File: src/rtl/addsub_pkg.sv
// Shared types for the adder/subtractor result buffer: op encoding, the
// per-entry layout {s, cout, op, zero, neg} and the drop-counter width.
package addsub_pkg;

  localparam int DATA_W     = 32;
  localparam int DROP_CNT_W = 8;

  typedef enum logic {
    OP_ADD = 1'b0,
    OP_SUB = 1'b1
  } op_t;

  typedef struct packed {
    logic [DATA_W-1:0] s;
    logic              cout;
    op_t               op;
    logic              zero;
    logic              neg;
  } buf_entry_t;

  localparam int ENTRY_W = $bits(buf_entry_t);

  // Increment that sticks at all-ones instead of wrapping.
  function automatic logic [DROP_CNT_W-1:0] sat_inc(input logic [DROP_CNT_W-1:0] v);
    return (&v) ? v : v + DROP_CNT_W'(1);
  endfunction

endpackage

File: src/rtl/addsub_buf_mem.sv
// DEPTH x W register array: one synchronous write port, one asynchronous
// read port. The read port feeds the first-word-fall-through head directly.
module addsub_buf_mem #(
  parameter int DEPTH = 4,
  parameter int W     = 34,
  parameter int AW    = $clog2(DEPTH)
) (
  input  logic          clk,
  input  logic          i_we,
  input  logic [AW-1:0] i_waddr,
  input  logic [W-1:0]  i_wdata,
  input  logic [AW-1:0] i_raddr,
  output logic [W-1:0]  o_rdata
);

  logic [W-1:0] r_mem [DEPTH];

  // Write the addressed entry on a push.
  // NOTE: storage has no reset; validity is tracked by the level counter, so
  // stale contents are never observed and the array stays plain flops/RAM.
  always_ff @(posedge clk) begin
    if (i_we) r_mem[i_waddr] <= i_wdata;
  end

  assign o_rdata = r_mem[i_raddr];

endmodule

File: src/rtl/addsub_result_buf.sv
// Capture FIFO behind the registered adder/subtractor. Results are queued
// with their op select and leave over a valid/ready handshake; results that
// arrive while full (and not popping) are dropped and counted, never stalled.
// Optional build macro: ADDSUB_BUF_FLAGS_EN stores zero/neg flags per entry;
// without it out_zero/out_neg are tied low and entries are N+2 bits wide.
// N must equal addsub_pkg::DATA_W, which fixes the entry layout.
module addsub_result_buf
  import addsub_pkg::*;
#(
  parameter int N     = DATA_W,
  parameter int DEPTH = 4
) (
  input  logic                    clk,
  input  logic                    rst,
  input  logic                    in_valid,
  input  logic [N-1:0]            in_s,
  input  logic                    in_cout,
  input  logic                    in_op,
  output logic                    out_valid,
  input  logic                    out_ready,
  output logic [N-1:0]            out_s,
  output logic                    out_cout,
  output logic                    out_op,
  output logic                    out_zero,
  output logic                    out_neg,
  output logic [$clog2(DEPTH):0]  level,
  output logic [DROP_CNT_W-1:0]   drop_cnt
);

  localparam int AW = $clog2(DEPTH);
  localparam int LW = AW + 1;
  localparam logic [LW-1:0] FULL_LVL = LW'(DEPTH);
`ifdef ADDSUB_BUF_FLAGS_EN
  localparam int MEM_W = ENTRY_W;
`else
  localparam int MEM_W = N + 2;
`endif

  logic [AW-1:0]         r_wr_ptr;
  logic [AW-1:0]         r_rd_ptr;
  logic [LW-1:0]         r_level;
  logic [DROP_CNT_W-1:0] r_drop_cnt;
  logic                  w_push;
  logic                  w_pop;
  logic                  w_drop;
  logic [MEM_W-1:0]      w_wr_word;
  logic [MEM_W-1:0]      w_rd_word;

  // Full/empty come from the level counter, so pointers need no extra wrap bit.
  assign out_valid = (r_level != '0);
  assign w_pop     = out_valid && out_ready;
  assign w_push    = in_valid && ((r_level != FULL_LVL) || w_pop);
  assign w_drop    = in_valid && !w_push;

`ifdef ADDSUB_BUF_FLAGS_EN
  buf_entry_t w_wr_entry;
  buf_entry_t w_rd_entry;

  // Assemble the stored entry; flags are captured from in_s at push time.
  always_comb begin
    // NOTE: default every field first so no path leaves a bit unassigned (no latch).
    w_wr_entry      = '0;
    w_wr_entry.s    = in_s;
    w_wr_entry.cout = in_cout;
    w_wr_entry.op   = op_t'(in_op);
    w_wr_entry.zero = (in_s == '0);
    w_wr_entry.neg  = in_s[N-1];
  end

  assign w_wr_word  = w_wr_entry;
  assign w_rd_entry = buf_entry_t'(w_rd_word);
  assign out_s      = w_rd_entry.s;
  assign out_cout   = w_rd_entry.cout;
  assign out_op     = w_rd_entry.op;
  assign out_zero   = w_rd_entry.zero;
  assign out_neg    = w_rd_entry.neg;
`else
  assign w_wr_word  = {in_s, in_cout, in_op};
  assign out_s      = w_rd_word[MEM_W-1:2];
  assign out_cout   = w_rd_word[1];
  assign out_op     = w_rd_word[0];
  assign out_zero   = 1'b0;
  assign out_neg    = 1'b0;
`endif

  addsub_buf_mem #(
    .DEPTH (DEPTH),
    .W     (MEM_W),
    .AW    (AW)
  ) u_mem (
    .clk     (clk),
    .i_we    (w_push),
    .i_waddr (r_wr_ptr),
    .i_wdata (w_wr_word),
    .i_raddr (r_rd_ptr),
    .o_rdata (w_rd_word)
  );

  // Advance pointers on push/pop and track occupancy; both at once holds level.
  always_ff @(posedge clk or negedge rst) begin
    if (!rst) begin
      r_wr_ptr <= '0;
      r_rd_ptr <= '0;
      r_level  <= '0;
    end else begin
      // NOTE: non-blocking so every register samples pre-edge values together.
      if (w_push) r_wr_ptr <= r_wr_ptr + AW'(1);
      if (w_pop)  r_rd_ptr <= r_rd_ptr + AW'(1);
      case ({w_push, w_pop})
        2'b10:   r_level <= r_level + LW'(1);
        2'b01:   r_level <= r_level - LW'(1);
        default: r_level <= r_level;
      endcase
    end
  end

  // Count results lost to a full buffer, saturating at all-ones.
  always_ff @(posedge clk or negedge rst) begin
    if (!rst) begin
      r_drop_cnt <= '0;
    end else if (w_drop) begin
      r_drop_cnt <= sat_inc(r_drop_cnt);
    end
  end

  assign level    = r_level;
  assign drop_cnt = r_drop_cnt;

endmodule
File: config.mk
export PLATFORM = sky130hd
export DESIGN_NAME = addsub_result_buf
export DESIGN_NICKNAME = d
export VERILOG_FILES = /design/src/rtl/addsub_pkg.sv /design/src/rtl/addsub_buf_mem.sv /design/src/rtl/addsub_result_buf.sv
export SDC_FILE = /design/constraint.sdc
export NUM_CORES = 1
export LEC_CHECK = 0
export ABC_AREA = 1
export BUFFER_PORTS_ARGS = -buffer_cell sky130_fd_sc_hd__clkbuf_2
export CORE_ASPECT_RATIO = 2
export CORE_MARGIN = 2
export CORE_UTILIZATION = 59
export CTS_BUF_LIST = sky130_fd_sc_hd__clkbuf_4
export CTS_CLUSTER_DIAMETER = 150
export DETAILED_ROUTE_END_ITERATION = 12
export PLACE_DENSITY = 0.92
export SLEW_MARGIN = 20
export SYNTH_ARGS = -nofsm -noshare
export SYNTH_HDL_FRONTEND = slang
export SYNTH_HIERARCHICAL = 1
export SYNTH_SLANG_ARGS = --single-unit
export TNS_END_PERCENT = 5
File: constraint.sdc
create_clock -name clk -period 6 [get_ports clk]
set_clock_uncertainty 0.1 [all_clocks]
set_input_delay 0.3 -clock clk [delete_from_list [all_inputs] [get_ports clk]]
set_output_delay 0.3 -clock clk [all_outputs]
set_load 0.03 [all_outputs]
==> Word level (Yosys, flattened, before mapping) <==
Memory sizes are Yosys's and may differ from the RTL's.
Index checks and enable logic that the tools add are counted.
{ "op_classes": {"add_sub_neg": 5, "n_eq_ne": 3, "n_mux": 3, "bitwise": 1, "reduce_logical": 9} }
{ "op_table": {"columns": ["cell", "count"], "rows": [
  ["$add 8x1->8 const B", 1],
  ["$reduce_and 8->1", 1],
  ["$pmux 3 s2", 1],
  ["$add 2x1->2 const B", 2],
  ["$add 3x1->3 const B", 1],
  ["$logic_and 1x1->1", 3],
  ["$ne 3x3->1 const B", 1],
  ["$reduce_bool 3->1", 1],
  ["$sub 3x1->3 const B", 1],
  ["$eq 2x1->1 const B", 1],
  ["$eq 2x2->1 const B", 1],
  ["$mux 1", 2],
  ["$reduce_and 2->1", 1],
  ["$reduce_bool 2->1", 1],
  ["$logic_not 1->1", 1],
  ["$logic_or 1x1->1", 1],
  ["$not 1->1", 1]
]} }
{ "totals": {"ff_bits": 15, "mem_bits_rw": 136, "inputBits": 38, "wordCells": 26, "memories": 1} }
{ "mem_list": {"columns": ["name", "words", "word_bits", "read_ports", "rd_clocked_by_memory_dff", "write_ports", "line", "source"], "rows": [
  ["u_mem.r_mem", 4, 34, 1, 0, 1, "addsub_buf_mem.sv:16", "logic [W-1:0] r_mem [DEPTH];"]
]} }

==> Depth between registers and ports, before layout <==
{ "depth": {"ltp_word": 7, "depth_mapped": 9, "depth_no_buf": 9} }

==> Modules after synthesis <==
Netlist, hierarchy kept.
{ "modules_own_cells": {"columns": ["mod", "instances", "cells_per_inst", "area_each_um2", "seq_area_each_um2"], "rows": [
  ["addsub_buf_mem", 1, 541, 5750.5, 4083.9],
  ["addsub_result_buf", 1, 103, 833.3, 375.4]
]} }

==> Least setup slack after synthesis <==
No wires, ideal clock.
{ "synth_path": {"kind": "flip-flop to flip-flop", "from": "reg r_level[0] (netlist: level[0])", "to": "mem u_mem.r_mem[1][0] (enable)", "setup_time_ns": 0.468, "arrival_time_ns": 3.299, "setup_slack_ns": 2.134, "path_stages_with_launch": 7, "path_buffers": 0, "synth_period_minus_slack_ns": 3.866, "cell_sequence": "dfrtp_1 nor2_1 nand2_1 nand2_1 inv_1 inv_1 nor3_1"} }
{ "synth_between": {"elab_chain_cells": 6, "elab_cells_between_ends": 7, "classes_between": "1 x eq/ne; 2 x mux; 4 x reduce/logical"} }
{ "synth_lines": {"columns": ["item", "line", "source"], "rows": [
  ["start: declaration", "addsub_result_buf.sv:41", "logic [LW-1:0] r_level;"],
  ["start signal: assignment", "addsub_result_buf.sv:110", "2'b10: r_level <= r_level + LW'(1);"],
  ["start signal: assignment", "addsub_result_buf.sv:111", "2'b01: r_level <= r_level - LW'(1);"],
  ["start signal: assignment", "addsub_result_buf.sv:112", "default: r_level <= r_level;"],
  ["$reduce_bool 3->1", "addsub_result_buf.sv:50", "assign out_valid = (r_level != '0);"],
  ["$logic_and 1x1->1", "addsub_result_buf.sv:51", "assign w_pop = out_valid && out_ready;"],
  ["$logic_or 1x1->1 (*)", "addsub_result_buf.sv:52", "assign w_push = in_valid && ((r_level != FULL_LVL) || w_pop);"],
  ["$logic_and 1x1->1 (*)", "addsub_result_buf.sv:52", null],
  ["via w_push", "addsub_result_buf.sv:43", "logic w_push;"],
  ["$mux 1 (*)", "addsub_buf_mem.sv:22", "if (i_we) r_mem[i_waddr] <= i_wdata;"],
  ["$mux 1 (not written as such) (*)", "addsub_buf_mem.sv:22", null],
  ["end: declaration", "addsub_buf_mem.sv:16", null]
]} }
Mark *: on every way through the listed nets, which the timed path passes. The rest lies on a longest branch.

==> Worst setup path in the final report <==
{ "layout_path": {"from": "reg r_rd_ptr[1]", "to": "out out_s[10]"} }
{ "layout_between": {"elab_chain_cells": 1} }
{ "layout_lines": {"columns": ["item", "line", "source"], "rows": [
  ["start: declaration", "addsub_result_buf.sv:40", "logic [AW-1:0] r_rd_ptr;"],
  ["start signal: assignment", "addsub_result_buf.sv:108", "if (w_pop) r_rd_ptr <= r_rd_ptr + AW'(1);"],
  ["$mem_v2 4x34", null, null],
  ["end: declaration", "addsub_result_buf.sv:21", "output logic [N-1:0] out_s,"]
]} }
Every way passes these cells.

==> metrics.txt <==
Worst Hold Class=primary input to flip-flop; initial core utilization=just over 60%; Final HPWL DP=~9 mm; power per cell area=482 nW/um2; ANT nets after route=0; Fill cells=738; Die Ht=around 150 um; met3 Usage GRT=around 6%; total power=approximately 3.7 mW; routing usage on met2=between 40% and 50%; Peak Freq=0.345 GHz; initial antenna violation count=1; max_cap viols=0; I/O pins=86; floorplan row count=54; Period Utilization, post-route=48.3%; pre-CTS setup slack=between 3 and 4 ns; Distinct cells, synth=24; Post-Layout Cell Count=918; cell count after synthesis=between 600 and 700; total grt overflow=0; Placer Congestion=0.787; #FFs+latches synth=between 150 and 200; Detailed Routing Iterations Pass 1=11; IO Port Bufs=83; DR vias/cell=just over 5; DR iter-0 viols=454; Startpoint Class=flip-flop; GRT Resource Usage Total=between 20% and 30%; Syn Area/Cell=10.2 um2; nets=804; Netlist Area Pre-Place=around 6600 um2; failing checks=design-rule violations; synth warn=6; DR WL/cell=15.3 um; Buf+Inv Stages, Crit Path=2; relative slew slack=around 37%; largest net degree at the start of global routing=71; register area share after synthesis=about two thirds; register area=roughly 4500 um2; Multi-input gate area=between 1000 and 1500 um2; Sum Neg Setup Slack=0 ns; Clk Latency, worst-skew pair=between 0.5 and 0.6 ns; Slew @ Worst Pin=between 0.9 and 1 ns; total clock sinks=between 150 and 200; cell count after placement=850; kind of critical path=flip-flop to output port; vias in the first global route=4889; TritonCTS clock tree=done; Reg clk slew, reported paths=~0.11 ns; # resized after CTS=0; DRC violations left=1; peak supply drop=0.535 mV; Max Transition Viols Final=0; Crit path max-delay family=flip-flops; GRT met1 Usage=25.9%; final setup vio count=0; H-tree levels=4; worst-path cell chain=inv_2, nand3_1, nand2_1, clkbuf_2; routed wire length=14.1 mm; final setup margin=around 3.1 ns; die area=12100 um2; RSZ-0062 raised after global routing=false; Crit path arrival time=around 2.5 ns; CP Max Fanout=36; Pleak=between 3 and 4 nW; GRT Max-Usage Layer=met2; hold buffer count at CTS=35; clock buffer depth=2; CTS buffer count=17; min Tclk post-route=slightly below 3 ns; layout cells sized above 1=roughly 17%; Critical Path End Type=output port; Layout area overhead=18.0%; setup bufs post-CTS=0; Fin. Hold Viols=0; status=finished, violations left; root buf cell=clkbuf_4; CP max-delay cell=dfrtp_2; CP Data Required Time=between 5 and 6 ns; DR vias=~4700; first-pass GRT wire length=22.7 mm; die width=78.7 um; core area=10900 um2; biggest cell delay along the critical path=0.88 ns
through the flow:
step | hold WS [ns] | instance area, um2 | util (%)
after detailed placement | 0.132 | 7090 | 65.2
after global placement | 0.130 | 7090 | 65.2
final | 0.0737 | 7770 | 71.4
after global routing | 0.0783 | 7770 | 71.4
after floorplan | -0.0956 | 6590 | -
after CTS | 0.0387 | 7770 | 71.4
worst min-delay path, stage by stage:
cell	delay (ns)
clkbuf_2	0.11
nand2_1	0.09
inv_1	0.05
nor2_1	0.08
nor2_1	0.05
flip-flops by register name (all words and copies together) (netlist names):
register	cells
drop_cnt	8
r_wr_ptr	2
u_mem/r_mem	136
level	3
r_rd_ptr	2
cell families after synthesis:
logic type | share of synthesized area [%]
flops | 67.7
compound gates | 0.342
simple gates | 18.5
xor+xnor | 1.44
fa+ha+maj | 0.494
other cells | 0.0570
buf+inv | 11.5
layout by cell type (no fill, tap or decap), types with 4 or more instances in the layout:
master	count
edfxtp_1	136
nand2_1	202
bufinv_16	4
nor2_1	11
nor3_2	5
inv_1	155
clkbuf_2	83
xor2_1	6
clkbuf_4	17
nand3_1	74
dfrtp_1	13
buf_4	7
dlygate4sd3_1	35
layout make-up:
cell class	count	share of cell area, %
diodes	1	0.0322
clock buffers	17	1.64
inverters	157	7.60
well taps	140	2.25
clock inverters	15	2.59
flip-flops and latches	151	57.4
repair buffers	125	10.5
multi-input cells	312	17.9
cells in the mapped netlist:
library cell,instances,area share [%]
o21ai_1,1,0.076
buf_2,15,1.1
clkbuf_1,1,0.057
nor3_2,1,0.15
nand2_1,202,12
buf_4,4,0.46
edfxtp_1,136,62
a21boi_0,1,0.11
fa_1,1,0.30
xor2_1,6,0.80
nand3_1,74,5.6
nand4_1,1,0.095
inv_1,155,8.8
ha_1,1,0.19
xnor2_1,3,0.40
dfrtp_1,15,5.7
nor3_1,4,0.30
nand3_2,1,0.15
xor2_2,1,0.25
nor2_1,11,0.63
conb_1,1,0.057
buf_6,5,0.86
o21ai_0,2,0.15
inv_2,2,0.11
power by group:
part / internal, mW / total [mW] / switching [mW]
Sequential: 1.37 / 1.50 / 0.125
Clock: 0.333 / 0.691 / 0.358
Combinational: 0.413 / 1.56 / 1.15
path summary, 6_finish.rpt:
kind | startpoint | to | slack (ns) | cells after the start
worst max-delay path | r_rd_ptr[1] | out_s[10] | 3.10 | 4
worst min-delay path | in_valid | r_wr_ptr[0] | 0.07 | 5
worst max register to register | level[2] | u_mem/r_mem[0][13] | 3.43 | 8
worst min register to register | level[0] | level[0] | 0.46 | 1
max in group asynchronous | rst | r_rd_ptr[1] | 5.38 | 2
min in group asynchronous | rst | drop_cnt[4] | 0.11 | 2
per-layer routing:
layer / wire (um) / vias to the layer above / part of all wire [%]
li1: - / 2235 / -
met1: 4860 / 2243 / 35
met2: 7830 / 187 / 56
met3: 790 / 45 / 5.6
met4: 573 / 0 / 4.1
met5: 0 / - / 0
(Power assumes the default switching activity.)
